### src/rtl/prbs_pkg.sv
// prbs_pkg: shared types and constants for the prbs_burst_ctrl slice.
// Holds the FSM state encoding, the tap-mask table and the LFSR step helper.
package prbs_pkg;

  typedef enum logic [2:0] {
    IDLE  = 3'd0,
    LOAD  = 3'd1,
    RUN   = 3'd2,
    DRAIN = 3'd3,
    DONE  = 3'd4
  } state_t;

  localparam int POLY_SEL_W = 2;

  // All four masks give maximal-length 8-bit sequences.
  localparam logic [7:0] TAP_MASK [4] = '{8'hB8, 8'hB4, 8'hB2, 8'hE1};

  localparam logic [7:0] SEED_LOCKUP_FIX = 8'hFF;

  function automatic logic [7:0] lfsr_step(input logic [7:0] s, input logic [7:0] m);
    return {s[6:0], ^(s & m)};
  endfunction

endpackage

### src/rtl/rr_arbiter.sv
// rr_arbiter: combinational round-robin pick of the first pending request
// at or after the pointer, returned both one-hot and as an index.
module rr_arbiter
  import prbs_pkg::*;
#(
  parameter int N  = 4,
  parameter int IW = 2
) (
  input  logic [N-1:0]  i_req,
  input  logic [IW-1:0] i_ptr,
  output logic [N-1:0]  o_grant,
  output logic [IW-1:0] o_idx,
  output logic          o_any
);

  // Scan from the farthest slot back to the pointer so the nearest pending one wins.
  always_comb begin
    logic [IW-1:0] w_j;
    w_j     = '0;
    o_idx   = '0;
    o_any   = 1'b0;
    for (int k = N - 1; k >= 0; k--) begin
      w_j   = IW'((int'(i_ptr) + k) % N);
      o_idx = i_req[w_j] ? w_j : o_idx;
      o_any = o_any | i_req[w_j];
    end
    o_grant = o_any ? (N'(1) << o_idx) : '0;
  end

endmodule

### src/rtl/prbs_burst_ctrl.sv
// prbs_burst_ctrl: one shared 8-bit Fibonacci LFSR serving NREQ requesters in
// round-robin bursts. Define PRBS_CTRL_RESUME_EN to resume each requester's sequence.
module prbs_burst_ctrl
  import prbs_pkg::*;
#(
  parameter int NREQ        = 4,
  parameter int BURST_BYTES = 4
) (
  input  logic                       clk,
  input  logic                       rst,
  input  logic [NREQ-1:0]            req,
  input  logic [8*NREQ-1:0]          seed,
  input  logic [POLY_SEL_W*NREQ-1:0] poly_sel,
  output logic [NREQ-1:0]            grant,
  output logic [NREQ-1:0]            done,
  output logic [7:0]                 out_byte,
  output logic                       out_valid,
  input  logic                       out_ready,
  output logic                       busy
);

  localparam int               IDX_W     = (NREQ > 1) ? $clog2(NREQ) : 1;
  localparam logic [IDX_W-1:0] LAST_IDX  = IDX_W'(NREQ - 1);
  localparam logic [7:0]       LAST_BYTE = 8'(BURST_BYTES - 1);

  state_t           r_state;
  logic [IDX_W-1:0] r_ptr;
  logic [IDX_W-1:0] r_win;
  logic [NREQ-1:0]  r_grant;
  logic [NREQ-1:0]  r_done;
  logic [7:0]       r_lfsr;
  logic [7:0]       r_mask;
  logic [7:0]       r_asm;
  logic [7:0]       r_out_byte;
  logic             r_out_valid;
  logic             r_busy;
  logic [2:0]       r_bit_cnt;
  logic [7:0]       r_byte_cnt;

  logic [NREQ-1:0]       w_arb_grant;
  logic [IDX_W-1:0]      w_arb_idx;
  logic                  w_arb_any;
  logic [7:0]            w_seed_arr [NREQ];
  logic [POLY_SEL_W-1:0] w_psel_arr [NREQ];
  logic [7:0]            w_seed;
  logic [7:0]            w_seed_fix;
  logic [POLY_SEL_W-1:0] w_psel;
  logic [7:0]            w_load_val;
  logic                  w_stall;
  logic                  w_handshake;

  rr_arbiter #(
    .N  (NREQ),
    .IW (IDX_W)
  ) u_arb (
    .i_req   (req),
    .i_ptr   (r_ptr),
    .o_grant (w_arb_grant),
    .o_idx   (w_arb_idx),
    .o_any   (w_arb_any)
  );

  for (genvar g = 0; g < NREQ; g++) begin : g_slice
    assign w_seed_arr[g] = seed[8*g +: 8];
    assign w_psel_arr[g] = poly_sel[POLY_SEL_W*g +: POLY_SEL_W];
  end

  assign w_seed      = w_seed_arr[r_win];
  assign w_psel      = w_psel_arr[r_win];
  assign w_seed_fix  = (w_seed == 8'h00) ? SEED_LOCKUP_FIX : w_seed;
  assign w_handshake = r_out_valid & out_ready;
  // Only a finished byte that cannot be handed over freezes the generator.
  assign w_stall     = (r_bit_cnt == 3'd7) & r_out_valid & ~out_ready;

`ifdef PRBS_CTRL_RESUME_EN
  logic [7:0]      r_store [NREQ];
  logic [NREQ-1:0] r_used;

  // Save the finishing requester's LFSR state so its next grant continues it.
  always_ff @(posedge clk or posedge rst) begin
    if (rst) begin
      for (int i = 0; i < NREQ; i++) r_store[i] <= SEED_LOCKUP_FIX;
      r_used <= '0;
    end else if (r_state == DONE) begin
      r_store[r_win] <= r_lfsr;
      r_used[r_win]  <= 1'b1;
    end
  end

  assign w_load_val = r_used[r_win] ? r_store[r_win] : w_seed_fix;
`else
  assign w_load_val = w_seed_fix;
`endif

  // Arbitration, burst sequencing, LFSR stepping and byte assembly.
  always_ff @(posedge clk or posedge rst) begin
    if (rst) begin
      r_state     <= IDLE;
      r_ptr       <= '0;
      r_win       <= '0;
      r_grant     <= '0;
      r_done      <= '0;
      r_lfsr      <= SEED_LOCKUP_FIX;
      r_mask      <= TAP_MASK[0];
      r_asm       <= 8'h00;
      r_out_byte  <= 8'h00;
      r_out_valid <= 1'b0;
      r_busy      <= 1'b0;
      r_bit_cnt   <= 3'd0;
      r_byte_cnt  <= 8'd0;
    end else begin
      r_done <= '0;
      case (r_state)
        IDLE: begin
          if (w_arb_any) begin
            r_grant <= w_arb_grant;
            r_win   <= w_arb_idx;
            r_ptr   <= (w_arb_idx == LAST_IDX) ? '0 : w_arb_idx + IDX_W'(1);
            r_busy  <= 1'b1;
            r_state <= LOAD;
          end
        end
        LOAD: begin
          r_lfsr     <= w_load_val;
          r_mask     <= TAP_MASK[w_psel];
          r_asm      <= 8'h00;
          r_bit_cnt  <= 3'd0;
          r_byte_cnt <= 8'd0;
          r_state    <= RUN;
        end
        RUN: begin
          if (!w_stall) begin
            r_lfsr    <= lfsr_step(r_lfsr, r_mask);
            r_asm     <= {r_asm[6:0], r_lfsr[7]};
            r_bit_cnt <= r_bit_cnt + 3'd1;
            if (r_bit_cnt == 3'd7) begin
              r_out_byte  <= {r_asm[6:0], r_lfsr[7]};
              r_out_valid <= 1'b1;
              r_byte_cnt  <= r_byte_cnt + 8'd1;
              if (r_byte_cnt == LAST_BYTE) r_state <= DRAIN;
            end else if (w_handshake) begin
              r_out_valid <= 1'b0;
            end
          end
        end
        DRAIN: begin
          if (w_handshake) begin
            r_out_valid <= 1'b0;
            r_done      <= r_grant;
            r_state     <= DONE;
          end
        end
        DONE: begin
          r_grant <= '0;
          r_busy  <= 1'b0;
          r_state <= IDLE;
        end
        default: begin
          r_grant     <= '0;
          r_busy      <= 1'b0;
          r_out_valid <= 1'b0;
          r_state     <= IDLE;
        end
      endcase
    end
  end

  assign grant     = r_grant;
  assign done      = r_done;
  assign out_byte  = r_out_byte;
  assign out_valid = r_out_valid;
  assign busy      = r_busy;

endmodule

### config.mk
export PLATFORM = sky130hd
export DESIGN_NAME = prbs_burst_ctrl
export DESIGN_NICKNAME = d
export VERILOG_FILES = /design/src/rtl/prbs_pkg.sv /design/src/rtl/rr_arbiter.sv /design/src/rtl/prbs_burst_ctrl.sv
export SDC_FILE = /design/constraint.sdc
export NUM_CORES = 1
export LEC_CHECK = 0
export CAP_MARGIN = 20
export CORE_ASPECT_RATIO = 0.75
export CORE_MARGIN = 2
export CORE_UTILIZATION = 40
export CTS_BUF_LIST = sky130_fd_sc_hd__clkbuf_4 sky130_fd_sc_hd__clkbuf_8 sky130_fd_sc_hd__clkbuf_16
export DETAILED_ROUTE_END_ITERATION = 10
export PLACE_DENSITY = 0.66
export RECOVER_POWER = 25
export SETUP_SLACK_MARGIN = 0.15
export SYNTH_ARGS = -nofsm -noshare
export SYNTH_HDL_FRONTEND = slang
export SYNTH_HIERARCHICAL = 1
export SYNTH_SLANG_ARGS = --single-unit
### constraint.sdc
create_clock -name clk -period 2.9 [get_ports clk]
set_input_delay 0.29 -clock clk [delete_from_list [all_inputs] [get_ports clk]]
set_output_delay 0.29 -clock clk [all_outputs]
set_load 0.01 [all_outputs]
* Word level (Yosys, flattened, before mapping) *
Index checks and enable logic that the tools add are counted.

word-level totals
  input port bits = 47
  flip-flop bits (word level) = 59
  word-level logic and storage cells = 112
  output and inout bits = 18

cells by class
  bitwise operators = 13
  multiplexer cells = 48
  $add $sub $neg = 6
  equal/unequal tests = 12
  magnitude comparators = 6
  reductions and logical operators = 13
  shifts and indexed selects = 1

operator list
  kind                                                                  count
  8-bit 2-to-1 mux                                                      8
  8-bit binary-select mux with 2-bit select                             2
  8-bit case mux with 2 select lines                                    2
  3-bit 2-to-1 mux                                                      6
  2-bit 2-to-1 mux                                                      7
  7-bit case mux with 2 select lines                                    1
  2-bit by 3-bit < comparator with 1-bit output, second input constant  4
  4-bit 2-to-1 mux                                                      3
  3-bit case mux with 4 select lines                                    1
  8-bit by 1-bit adder with 8-bit output, second input constant         1
  8-bit bitwise AND                                                     1
  1-bit binary-select mux with 2-bit select                             4
  8-bit by 2-bit == test with 1-bit output, second input constant       1
  8-bit zero test                                                       1
  1-bit 2-to-1 mux                                                      8
  2-bit != test, second input constant                                  4
  4-bit case mux with 2 select lines                                    1
  2-bit AND reduction                                                   4
  8-bit XOR reduction                                                   1
  7-bit 2-to-1 mux                                                      1
  3-bit by 2-bit == test with 1-bit output, second input constant       2
  3-bit == test, second input constant                                  2
  3-bit >= comparator, second input constant                            2
  2-bit inverter with 3-bit output                                      2
  19 further kinds                                                      30

* Logic depth before layout (Yosys ltp) *
  word-level depth = 10
  gate-level depth with buffers = 9
  mapped depth without buffers = 7

* Modules after synthesis *
Netlist, hierarchy kept.

modules (own cells, without submodules)
  module           area an instance (um^2)  instances  sequential area each (um^2)  cells each
  prbs_burst_ctrl  2,786.4                  1          1,413.9                      258
  rr_arbiter       175.2                    1          0.0                          30

* Worst setup path after synthesis *
OpenSTA, ideal clock, no wires.

  path type = register -> register
  start = register r_win[0]
  end = register r_lfsr[0]
  stages on the path, launching flop included = 7
  path slack = 0.853 ns
  library setup time = 0.081 ns
  data required time = 2.819 ns
  clock period less this slack = 2.047 ns
  arrival time = 1.966 ns
  path through = dfrtp_1 -> buf_6 -> mux4_2 -> or4_4 -> o21ai_4 -> nor2_2 -> a211oi_2

between the ends
  longest elaborated chain between the ends = 7

RTL lines
  what                                                        line                    text
  start: declaration                                          prbs_burst_ctrl.sv:28   logic [IDX_W-1:0] r_win;
  start signal: assignment                                    prbs_burst_ctrl.sv:117  r_win <= w_arb_idx;
  2-bit inverter with 3-bit output (implied by the code) (*)  prbs_burst_ctrl.sv:68   assign w_seed = w_seed_arr[r_win];
  8-bit binary-select mux with 2-bit select (*)               prbs_burst_ctrl.sv:68
  8-bit 2-to-1 mux (implied by the code) (*) (2 in series)    prbs_burst_ctrl.sv:68
  8-bit zero test                                             prbs_burst_ctrl.sv:70   assign w_seed_fix = (w_seed == 8'h00) ? SEED_LOCKUP_FIX : w_seed;
  8-bit 2-to-1 mux (*)                                        prbs_burst_ctrl.sv:70
  8-bit case mux with 2 select lines (*)                      prbs_burst_ctrl.sv:113  case (r_state)
  end signal: assignment                                      prbs_burst_ctrl.sv:124  r_lfsr <= w_load_val;
  end signal: assignment                                      prbs_burst_ctrl.sv:133  r_lfsr <= lfsr_step(r_lfsr, r_mask);
  end: declaration                                            prbs_burst_ctrl.sv:31   logic [7:0] r_lfsr;

Every way passes the cells marked *; elsewhere a longest branch is shown, timed or not. The select of a mux whose other input is x is not followed.
A chain may end at the register's enable or synchronous reset.

* Worst setup path in the final report *
Same ends and word-level chain as after synthesis.

==> summary.md <==
| Metric | Value |
|---|---|
| Final Util | 0.523 |
| DP Wirelength | 4800 um |
| Mean post-synth cell area | between 10 and 15 um2 |
| Worst reg-to-reg setup slack | a little over 0.4 ns |
| Total setup buffers inserted after CTS | 0 |
| Crit-path leading delay family | flip-flops |
| Uppermost layer routed | met4 |
| Wire per inst | 14.1 um |
| Sequential area share after synthesis | 0.477 |
| Port bufs | between 60 and 70 |
| Final #Nets | between 400 and 500 |
| Status | complete, no violations |
| CTS tree | done |
| Min Tclk post-route | about 2.5 ns |
| Clk slew on worst S/H paths | roughly 0.10 ns |
| CP Class | register to register |
| Switch share | 0.337 |
| Logic pwr share | 0.376 |
| Synth-to-Final Area Change | 28.2% |
| Arr. time, crit path | about 2.7 ns |
| Worst Path Buf+Inv | 0 |
| Worst setup SP type | register |
| Drt total wl | 6380 um |
| Clock Root Buffer | clkbuf_8 |
| Post-synthesis async set-or-reset flop share | 1.00 |
| H-tree Lvls | 2 |
| Worst-Skew Late Latency | a little over 0.3 ns |
| CP endpoint kind | register |
| EDFF count, synth | 0 |
| Final setup violation count | 0 |
| Hold depth | 2 |
| First-pass GRT wire length | 11100 um |
| Hold Crit Class | register to register |
| FP Rows | 27 |
| CTS Hold Bufs | 0 |
| Slowest stage delay, CP | 0.71 ns |
| Starting Density | 0.408 |
| Mapped Nets | about 340 |
| Critical path depth in cells | 5 |
| Clock sinks | 56 |
| Setup TNS | 0 ns |
| Largest net degree at the start of global routing | 31 |
| Layout cells sized above 1 | 0.125 |
| Placer Congestion | around 0.74 |
| Worst R2R Start | r_win[0] |
| Synth warnings | 6 |
| Die ar. | ~8100 um2 |
| Met1 wire length | slightly above 3000 um |
| Global route overflow | 0 |
| Synthesized area | between 2000 and 3000 um2 |
| Resized Gates After CTS | 0 |
| Deepest clock path buffer count | 2 |
| Initial antenna violation count | 0 |
| P_int | 1.81 mW |
| FILL cells | 682 |
| Psw | between 0.9 and 1 mW |
| Tcrit/Tclk final | 0.859 |
| Max-slew headroom | 0.336 |
| Post-synthesis cell type count | 48 |
| Critical path data required time | 3.14 ns |
| # IOs | 65 |
| Vias/cell | slightly above 5 |
| Via count | 2350 |
| Max Cap Viol | 0 |
| R2R depth | 5 |
| Number of remaining DRC errors | 0 |
| Antenna cells | 0 |
| Tot GR Track Use | 0.174 |
| DRT iter0 DRCs | 80 |
| Crit-path cells | mux4_1 -> or4_4 -> o21ai_4 -> nor2_2 -> a211oi_2 |
| Setup crit start | r_win[0] |
| PwrDens | around 700 nW/um2 |
| Register bit total from synthesis | 56 |
| Met3 wire length | 304 um |
| RSZ-0062 raised after global routing | no |
| LEAKAGE | between 1.5 and 2 nW |
| Clock Skew | about 0.0079 ns |
| Worst Path Max Fanout | 11 |
| Clock share of power | 0.159 |
| Post-route ant nets | 0 |
| Met2 wire length | a little under 3000 um |
| Core area | approximately 7300 um2 |
| Vias in the first global route | approximately 2500 |
| Worst reg2reg path endpoint | r_lfsr[0] |
| Slowest stage cell, crit path | dfrtp_1 |
| DRT Pass-1 Iters | 4 |
| Critical path endpoint | r_lfsr[0] |
| Highest Clock Rate | about 400 MHz |
| Num CTS Buffers | 5 |
| Mapped Cells | 288 |
| Die height | approximately 79 um |
| Fraction of power consumed by sequential logic | 0.465 |
| Worst VDD drop | around 280 uV |
| Hold Vio Cnt, Final | 0 |
| Synth Flop Type | dfrtp_1 |
| Die width | 103 um |
| Slew Limit Fails | 0 |
| Least-Margin Pin Slew | roughly 1.0 ns |
-- flip-flops by register name (all words and copies together), names as in the netlist --
| signal | cells |
|---|---|
| out_byte | 8 |
| r_byte_cnt | 8 |
| r_lfsr | 8 |
| r_asm | 7 |
| r_mask | 5 |
| done | 4 |
| grant | 4 |
| r_bit_cnt | 3 |
| r_state | 3 |
| r_ptr | 2 |
| r_win | 2 |
| busy | 1 |
| out_valid | 1 |
-- per-stage QoR --
stage	instances	power, mW	hold WS (ns)	setup WS [ns]	area [um2]
2_1_floorplan	288	1.96	0.439	0.853	2960
3_3_place_gp	445	2.28	0.459	0.428	3720
3_5_place_dp	445	2.32	0.461	0.390	3720
4_1_cts	453	2.77	0.363	0.352	3810
5_1_grt	453	2.95	0.508	0.221	3800
6_report	453	2.73	0.479	0.410	3800
-- tightest hold or removal path: stages (launching register included) --
cell and delay [ns]:
dfrtp_1 0.35, nand2_1 0.05, nand2_1 0.05
-- synthesized netlist by cell type, types with 6 or more instances --
cell type  instances  area share
nand2_1           53       0.067
dfrtp_1           46        0.39
a21oi_2            7       0.021
clkbuf_1          11       0.014
a21oi_1            8       0.014
mux4_2             7       0.053
o21ai_0           10       0.017
dfstp_2           10       0.089
a22o_1             9       0.027
nand3_1            6       0.010
nor2_1            30       0.038
xnor2_1            8       0.024
-- metal layers --
metal  global-route usage  vias to the layer above
met5                    0                        -
met4               0.0474                        0
met3               0.0338                        2
met2                0.285                       61
met1                0.233                     1149
li1                     -                     1138
-- worst min path at each step --
stage                start     endpoint  slack, ns
6_report       out_byte[7]  out_byte[7]       0.48
5_1_grt          r_mask[3]    r_mask[3]       0.51
4_1_cts                rst  out_byte[7]       0.36
3_5_place_dp   out_byte[7]  out_byte[7]       0.46
3_3_place_gp   out_byte[6]  out_byte[6]       0.46
2_1_floorplan    r_mask[1]    r_mask[1]       0.44
-- placed cells by master (no fill, tap or decap), types with 4 or more instances in the layout --
master,netlist,layout
nand2_1,53,53
inv_1,4,4
dfstp_2,10,10
nor3_1,5,5
mux2i_1,4,4
clkbuf_8,0,5
dfrtp_1,46,46
nor2b_1,5,5
mux4_2,7,7
a21oi_2,7,7
a22o_1,9,9
ha_1,4,4
a21oi_1,8,8
nand2b_1,5,5
nand3_1,6,6
mux2_1,4,4
nor2_1,30,30
and2_1,4,4
xor2_1,5,5
o21ai_0,10,10
xnor2_1,8,8
clkdlybuf4s50_1,0,63
buf_4,0,4
-- power by group through the flow --
stage                     logic [mW]  clock network (mW)  registers [mW]
final                           1.03               0.433            1.27
after global routing            1.17               0.483            1.30
after CTS                       1.05               0.452            1.27
after detailed placement        1.04                   0            1.28
after global placement          1.01                   0            1.27
after floorplan                0.712                   0            1.25
-- final cells by class --
| class | instances | area, um2 | area share |
|---|---|---|---|
| multi-input cells | 215 | 1480 | 0.389 |
| flip-flops and latches | 56 | 1410 | 0.372 |
| repair buffers | 69 | 676 | 0.178 |
| well taps | 101 | 126 | 0.0333 |
| clock buffers | 5 | 68.8 | 0.0181 |
| clock inverters | 3 | 21.3 | 0.00560 |
| inverters | 4 | 15.0 | 0.00396 |
-- cell families (layout without fill, tap and decap cells) --
| family | count (synthesis) | count (layout) | share of synthesized area |
|---|---|---|---|
| and+or+nand+nor | 127 | 127 | 0.203 |
| DFF | 56 | 56 | 0.477 |
| AOI/OAI and AO/OA | 53 | 53 | 0.131 |
| muxes | 18 | 18 | 0.109 |
| buffers and inverters | 17 | 81 | 0.0245 |
| xor gates and xnor gates | 13 | 13 | 0.0384 |
| adders and majority gates | 4 | 4 | 0.0169 |
Note: power is estimated with default switching activity, not from simulation.
